### src/rtl/mem_access_stage.sv
`default_nettype none
// ============================================================================
// Module   : mem_access_stage
// Purpose  : Pipeline MEM stage: data memory handshake, branch select, MEM/WB.
// Revision : 1.0 - initial release
// ============================================================================
module mem_access_stage (
    input  logic        clk,
    input  logic        reset,
    input  logic [31:0] branch_address,
    input  logic [31:0] alu_result,
    input  logic [31:0] write_data,
    input  logic [4:0]  rd,
    input  logic        zeroflag,
    input  logic        RegWrite,
    input  logic        MemToReg,
    input  logic        MemRead,
    input  logic        MemWrite,
    input  logic        Branch,
    output logic        dmem_req,
    output logic        dmem_we,
    output logic [31:0] dmem_addr,
    output logic [31:0] dmem_wdata,
    input  logic        dmem_ack,
    input  logic [31:0] dmem_rdata,
    output logic        stall,
    output logic        pc_src,
    output logic [31:0] pc_branch,
    output logic [31:0] wb_read_data,
    output logic [31:0] wb_alu_result,
    output logic [4:0]  wb_rd,
    output logic        wb_RegWrite,
    output logic        wb_MemToReg
);

    typedef enum logic [0:0] {
        IDLE   = 1'b0,
        ACCESS = 1'b1
    } state_t;

    state_t      state_q, state_d;
    logic        dmem_req_q, dmem_req_d;
    logic        dmem_we_q, dmem_we_d;
    logic [31:0] dmem_addr_q, dmem_addr_d;
    logic [31:0] dmem_wdata_q, dmem_wdata_d;
    logic [31:0] wb_read_data_q, wb_read_data_d;
    logic [31:0] wb_alu_result_q, wb_alu_result_d;
    logic [4:0]  wb_rd_q, wb_rd_d;
    logic        wb_regwrite_q, wb_regwrite_d;
    logic        wb_memtoreg_q, wb_memtoreg_d;
    logic        w_stall;
    logic        w_mem_op;

    assign w_mem_op  = MemRead | MemWrite;
    assign pc_src    = Branch & zeroflag;
    assign pc_branch = branch_address;
    // The state register already sits in IDLE during reset, so the raw
    // IDLE-with-op stall has to be masked explicitly.
    assign stall     = reset & w_stall;

    always_ff @(posedge clk or negedge reset) begin
        if (!reset) begin
            state_q         <= IDLE;
            dmem_req_q      <= 1'b0;
            dmem_we_q       <= 1'b0;
            dmem_addr_q     <= 32'd0;
            dmem_wdata_q    <= 32'd0;
            wb_read_data_q  <= 32'd0;
            wb_alu_result_q <= 32'd0;
            wb_rd_q         <= 5'd0;
            wb_regwrite_q   <= 1'b0;
            wb_memtoreg_q   <= 1'b0;
        end else begin
            state_q         <= state_d;
            dmem_req_q      <= dmem_req_d;
            dmem_we_q       <= dmem_we_d;
            dmem_addr_q     <= dmem_addr_d;
            dmem_wdata_q    <= dmem_wdata_d;
            wb_read_data_q  <= wb_read_data_d;
            wb_alu_result_q <= wb_alu_result_d;
            wb_rd_q         <= wb_rd_d;
            wb_regwrite_q   <= wb_regwrite_d;
            wb_memtoreg_q   <= wb_memtoreg_d;
        end
    end

    always_comb begin
        state_d         = state_q;
        dmem_req_d      = dmem_req_q;
        dmem_we_d       = dmem_we_q;
        dmem_addr_d     = dmem_addr_q;
        dmem_wdata_d    = dmem_wdata_q;
        wb_read_data_d  = wb_read_data_q;
        wb_alu_result_d = wb_alu_result_q;
        wb_rd_d         = wb_rd_q;
        wb_regwrite_d   = wb_regwrite_q;
        wb_memtoreg_d   = wb_memtoreg_q;
        w_stall         = 1'b0;

        case (state_q)
            IDLE: begin
                if (w_mem_op) begin
                    w_stall       = 1'b1;
                    state_d       = ACCESS;
                    dmem_req_d    = 1'b1;
                    dmem_we_d     = MemWrite;
                    dmem_addr_d   = alu_result;
                    dmem_wdata_d  = write_data;
                    wb_regwrite_d = 1'b0;
                    wb_memtoreg_d = 1'b0;
                end else begin
                    wb_read_data_d  = 32'd0;
                    wb_alu_result_d = alu_result;
                    wb_rd_d         = rd;
                    wb_regwrite_d   = RegWrite;
                    wb_memtoreg_d   = MemToReg;
                end
            end
            ACCESS: begin
                if (dmem_ack) begin
                    state_d         = IDLE;
                    dmem_req_d      = 1'b0;
                    dmem_we_d       = 1'b0;
                    wb_read_data_d  = dmem_we_q ? 32'd0 : dmem_rdata;
                    wb_alu_result_d = alu_result;
                    wb_rd_d         = rd;
                    wb_regwrite_d   = RegWrite;
                    wb_memtoreg_d   = MemToReg;
                end else begin
                    w_stall       = 1'b1;
                    wb_regwrite_d = 1'b0;
                    wb_memtoreg_d = 1'b0;
                end
            end
            default: begin
                state_d = IDLE;
            end
        endcase
    end

    assign dmem_req      = dmem_req_q;
    assign dmem_we       = dmem_we_q;
    assign dmem_addr     = dmem_addr_q;
    assign dmem_wdata    = dmem_wdata_q;
    assign wb_read_data  = wb_read_data_q;
    assign wb_alu_result = wb_alu_result_q;
    assign wb_rd         = wb_rd_q;
    assign wb_RegWrite   = wb_regwrite_q;
    assign wb_MemToReg   = wb_memtoreg_q;

endmodule
`default_nettype wire

### config.mk
export PLATFORM = sky130hd
export DESIGN_NAME = mem_access_stage
export DESIGN_NICKNAME = d
export VERILOG_FILES = /design/src/rtl/mem_access_stage.sv
export SDC_FILE = /design/constraint.sdc
export NUM_CORES = 1
export LEC_CHECK = 0
export CORE_ASPECT_RATIO = 2
export CORE_UTILIZATION = 35
export CTS_BUF_LIST = sky130_fd_sc_hd__clkbuf_8 sky130_fd_sc_hd__clkbuf_16
export DETAILED_ROUTE_END_ITERATION = 6
export PLACE_DENSITY = 0.77
export SYNTH_ARGS = -nofsm -noshare
export SYNTH_HDL_FRONTEND = slang
export SYNTH_SLANG_ARGS = --single-unit
### constraint.sdc
create_clock -name clk -period 2.8 [get_ports clk]
set_clock_uncertainty 0.05 [all_clocks]
set_input_delay 0.7 -clock clk [delete_from_list [all_inputs] [get_ports clk]]
set_output_delay 0.7 -clock clk [all_outputs]
set_load 0.05 [all_outputs]
==> results of run 1 <==
==> stage by stage <==
step | area [sq um] | hold WS, ns | setup slack [ns]
after CTS | 8500 | 0.414 | 0.171
after floorplan | 5450 | 0.354 | 0.349
after detailed placement | 7930 | 0.440 | 0.173
final | 8500 | 0.391 | 0.176
after global routing | 8500 | 0.445 | 0.154
after global placement | 7930 | 0.422 | 0.156
==> final timing paths <==
check                               from                end  slack [ns]  cells after the start
max                              MemRead              stall        0.18                      4
min                                reset  wb_alu_result[18]        0.39                      2
max reg2reg                      state_q           wb_rd[0]        1.10                      4
min reg2reg                dmem_wdata[0]      dmem_wdata[0]        0.45                      1
max in group asynchronous          reset   wb_read_data[14]        1.81                      2
min in group clk           dmem_wdata[0]      dmem_wdata[0]        0.45                      1
==> cells by family after synthesis <==
kind of cell | share of synthesized area
multiplexers | 0.232
flip-flops | 0.634
AND/OR/NAND/NOR | 0.00941
AO/OA/AOI/OAI | 0.0553
buffers and inverters | 0.0693
==> layer usage <==
metal | vias up | share of wire | GRT usage
met5 | - | 0 | 0
met4 | 0 | 0.062 | 0.136
met3 | 65 | 0.058 | 0.0541
met2 | 184 | 0.55 | 0.330
met1 | 1812 | 0.33 | 0.173
li1 | 1597 | - | -
==> report_power, final <==
| group | switching, mW | internal (mW) | total (mW) |
|---|---|---|---|
| clock | 0.807 | 1.37 | 2.18 |
| combinational | 1.93 | 1.20 | 3.13 |
| sequential | 0.226 | 2.40 | 2.62 |
| total | 2.96 | 4.97 | 7.93 |
==> final cells by class <==
type	count	area (sq um)
Fill cell	1268	6710
Sequential cell	138	3450
Clock inverter	14	144
Tap cell	198	248
Clock buffer	17	425
Timing Repair Buffer	255	2590
Antenna cell	1	2.50
Multi-Input combinational cell	146	1630
Inverter	1	3.75
==> worst register-to-register path, delay by kind of cell (launching register included) <==
| kind | cells | cell delay, ns |
|---|---|---|
| flip-flops | 1 | 0.41 |
| AND/OR/NAND/NOR | 1 | 0.15 |
| buffers and inverters | 1 | 0.38 |
| multiplexers | 1 | 0.40 |
| AO/OA/AOI/OAI | 1 | 0.20 |
==> cell usage in the layout, fill, tap and decap left out, types with 2 or more instances in the layout <==
cell type | synthesis | layout
dfrtp_1 | 138 | 138
clkdlybuf4s50_1 | 0 | 245
mux2_2 | 67 | 67
clkinv_2 | 0 | 3
bufinv_16 | 0 | 3
buf_4 | 37 | 4
inv_1 | 1 | 7
nand2_1 | 3 | 3
and2_1 | 2 | 2
a22o_1 | 32 | 32
buf_12 | 0 | 5
nor2b_1 | 2 | 2
mux2_4 | 34 | 34
clkbuf_16 | 0 | 17
==> sequential cells by signal (all words and copies together) (netlist names) <==
signal         count
wb_rd              5
wb_MemToReg        1
state_q            1
dmem_req           1
wb_read_data      32
dmem_addr         32
dmem_wdata        32
dmem_we            1
wb_alu_result     32
wb_RegWrite        1
==> summary.txt, run 1 <==
Status
  • Status: completed

Floorplanning
  • Row cnt: 64
  • DIE HEIGHT: between 150 and 200 microns
  • Core box area: roughly 15000 sq um
  • Die Wd: 90.2 microns
  • Die footprint: between 15000 and 20000 sq um
  • IO Pins: roughly 310
  • Initial Util: 0.358

Synthesis
  • Synth cell types: 17
  • Post-synth top flop: dfrtp_1
  • Most common cell in the netlist: dfrtp_1
  • Mapped Cells: approximately 340
  • Ys async rst share: 1.00
  • Top-area cell type share of the netlist area: 0.634
  • Top cells by count, synth: 138 x dfrtp_1, 67 x mux2_2, 37 x buf_4
  • Top post-synthesis cells by area: dfrtp_1 63%, mux2_2 14%, mux2_4 9.4%
  • Post-synth top area cell: dfrtp_1
  • Mapped Nets: 477
  • EDFF count, synth: 0
  • Sequential fraction of the synthesis area: 0.634
  • Yosys warns: 0
  • Syn Std Cell Area: around 5400 sq um
  • FF+latch count, synth: between 100 and 150
  • Post-Syn Area per Cell: 16.3 sq um

Clock network
  • Root buf cell: clkbuf_16
  • Clock Latency Late Sink: 0.41 ns
  • Cts repair resizes: 0
  • Setup Buffers After CTS: 0
  • CTS tree: built
  • CTS Hold Bufs: 0
  • Htree depth: 4
  • CTS clk-pin slew, worst paths: about 0.060 ns
  • TritonCTS Buffers: 17
  • Clk sink count: ~140
  • Clock Path Buffers: 2

Layout
  • Non-Filler Instances: 770
  • Fin util: 0.559
  • Fraction of layout cells with a size suffix above 1: 0.243
  • Area Overhead vs Synth: 56.1%
  • NumNets Final: 701

Route
  • Vias per cell: between 4 and 5
  • Antenna-violating nets left: 0
  • DR iter-0 viols: between 80 and 90
  • Drt wl/cell: 18.7 microns
  • Vias: about 3700
  • Routed WL: about 14000 microns
  • DRC: 0
  • First drt pass iteration count: 4

Worst setup path
  • Critical path startpoint category: input port
  • Req. time, crit path: 2.05 ns
  • Number of buffer and inverter stages on the critical path: 2
  • Worst path top cell family by delay: buffers and inverters
  • CP Cell Sequence: clkdlybuf4s50_1 > o31a_2 > and2_1 > buf_12
  • CP arrival: between 1.5 and 2 ns
  • Critical path class: in2out
  • CP Max Fanout: 2
  • Largest stage delay on the critical path: approximately 0.45 ns
  • Slowest CP cell: clkdlybuf4s50_1
  • CP endpoint kind: output pin

STA
  • Crit share post-route: 0.937
  • Final Hold Fails: 0
  • Final setup fails: 0
  • Fmax: 0.381 GHz
  • RSZ-0062 raised after global routing: no
  • Worst-margin pin slew: approximately 0.71 ns
  • Max Slew Vio Count: 0
  • Setup TNS: 0 ns
  • Slew headroom: 0.529
  • Min Clock Period, post-route: ~2.6 ns

Power and ir drop
  • Peak supply drop: 0.000443 V
  • Power per Cell Area: approximately 930 nW/um^2
  • Total leakage power: 3.70 nW
  • Tot Pwr: 7.93 mW

Placement
  • GP Congestion: 0.735
  • # port buffers: between 200 and 250
  • DP HPWL: around 10000 microns
  • Post-Place Cells: around 740

Min path
  • Worst Hold Class: in2async

GRT
  • Largest net degree at the start of global routing: around 140
  • Gr ovfl total: 0
  • First-pass GRT wire length: approximately 22000 microns
  • Vias in the first global route: slightly above 4000
  • GRT Total Usage: 0.183
  • Initial antenna violation count: 1

Job
  • Maxcap violations: 0
Power figures use the tool's default switching activity.
==> run 2: changes to the inputs <==
--- a/config.mk
+++ b/config.mk
@@ -9,6 +9,7 @@
 export CORE_UTILIZATION = 35
 export CTS_BUF_LIST = sky130_fd_sc_hd__clkbuf_8 sky130_fd_sc_hd__clkbuf_16
 export DETAILED_ROUTE_END_ITERATION = 6
+export HOLD_SLACK_MARGIN = 0.1
 export PLACE_DENSITY = 0.77
 export SYNTH_ARGS = -nofsm -noshare
 export SYNTH_HDL_FRONTEND = slang
==> results of run 2 <==
No change in the layout: final DEF, timing and power equal those of run 1.
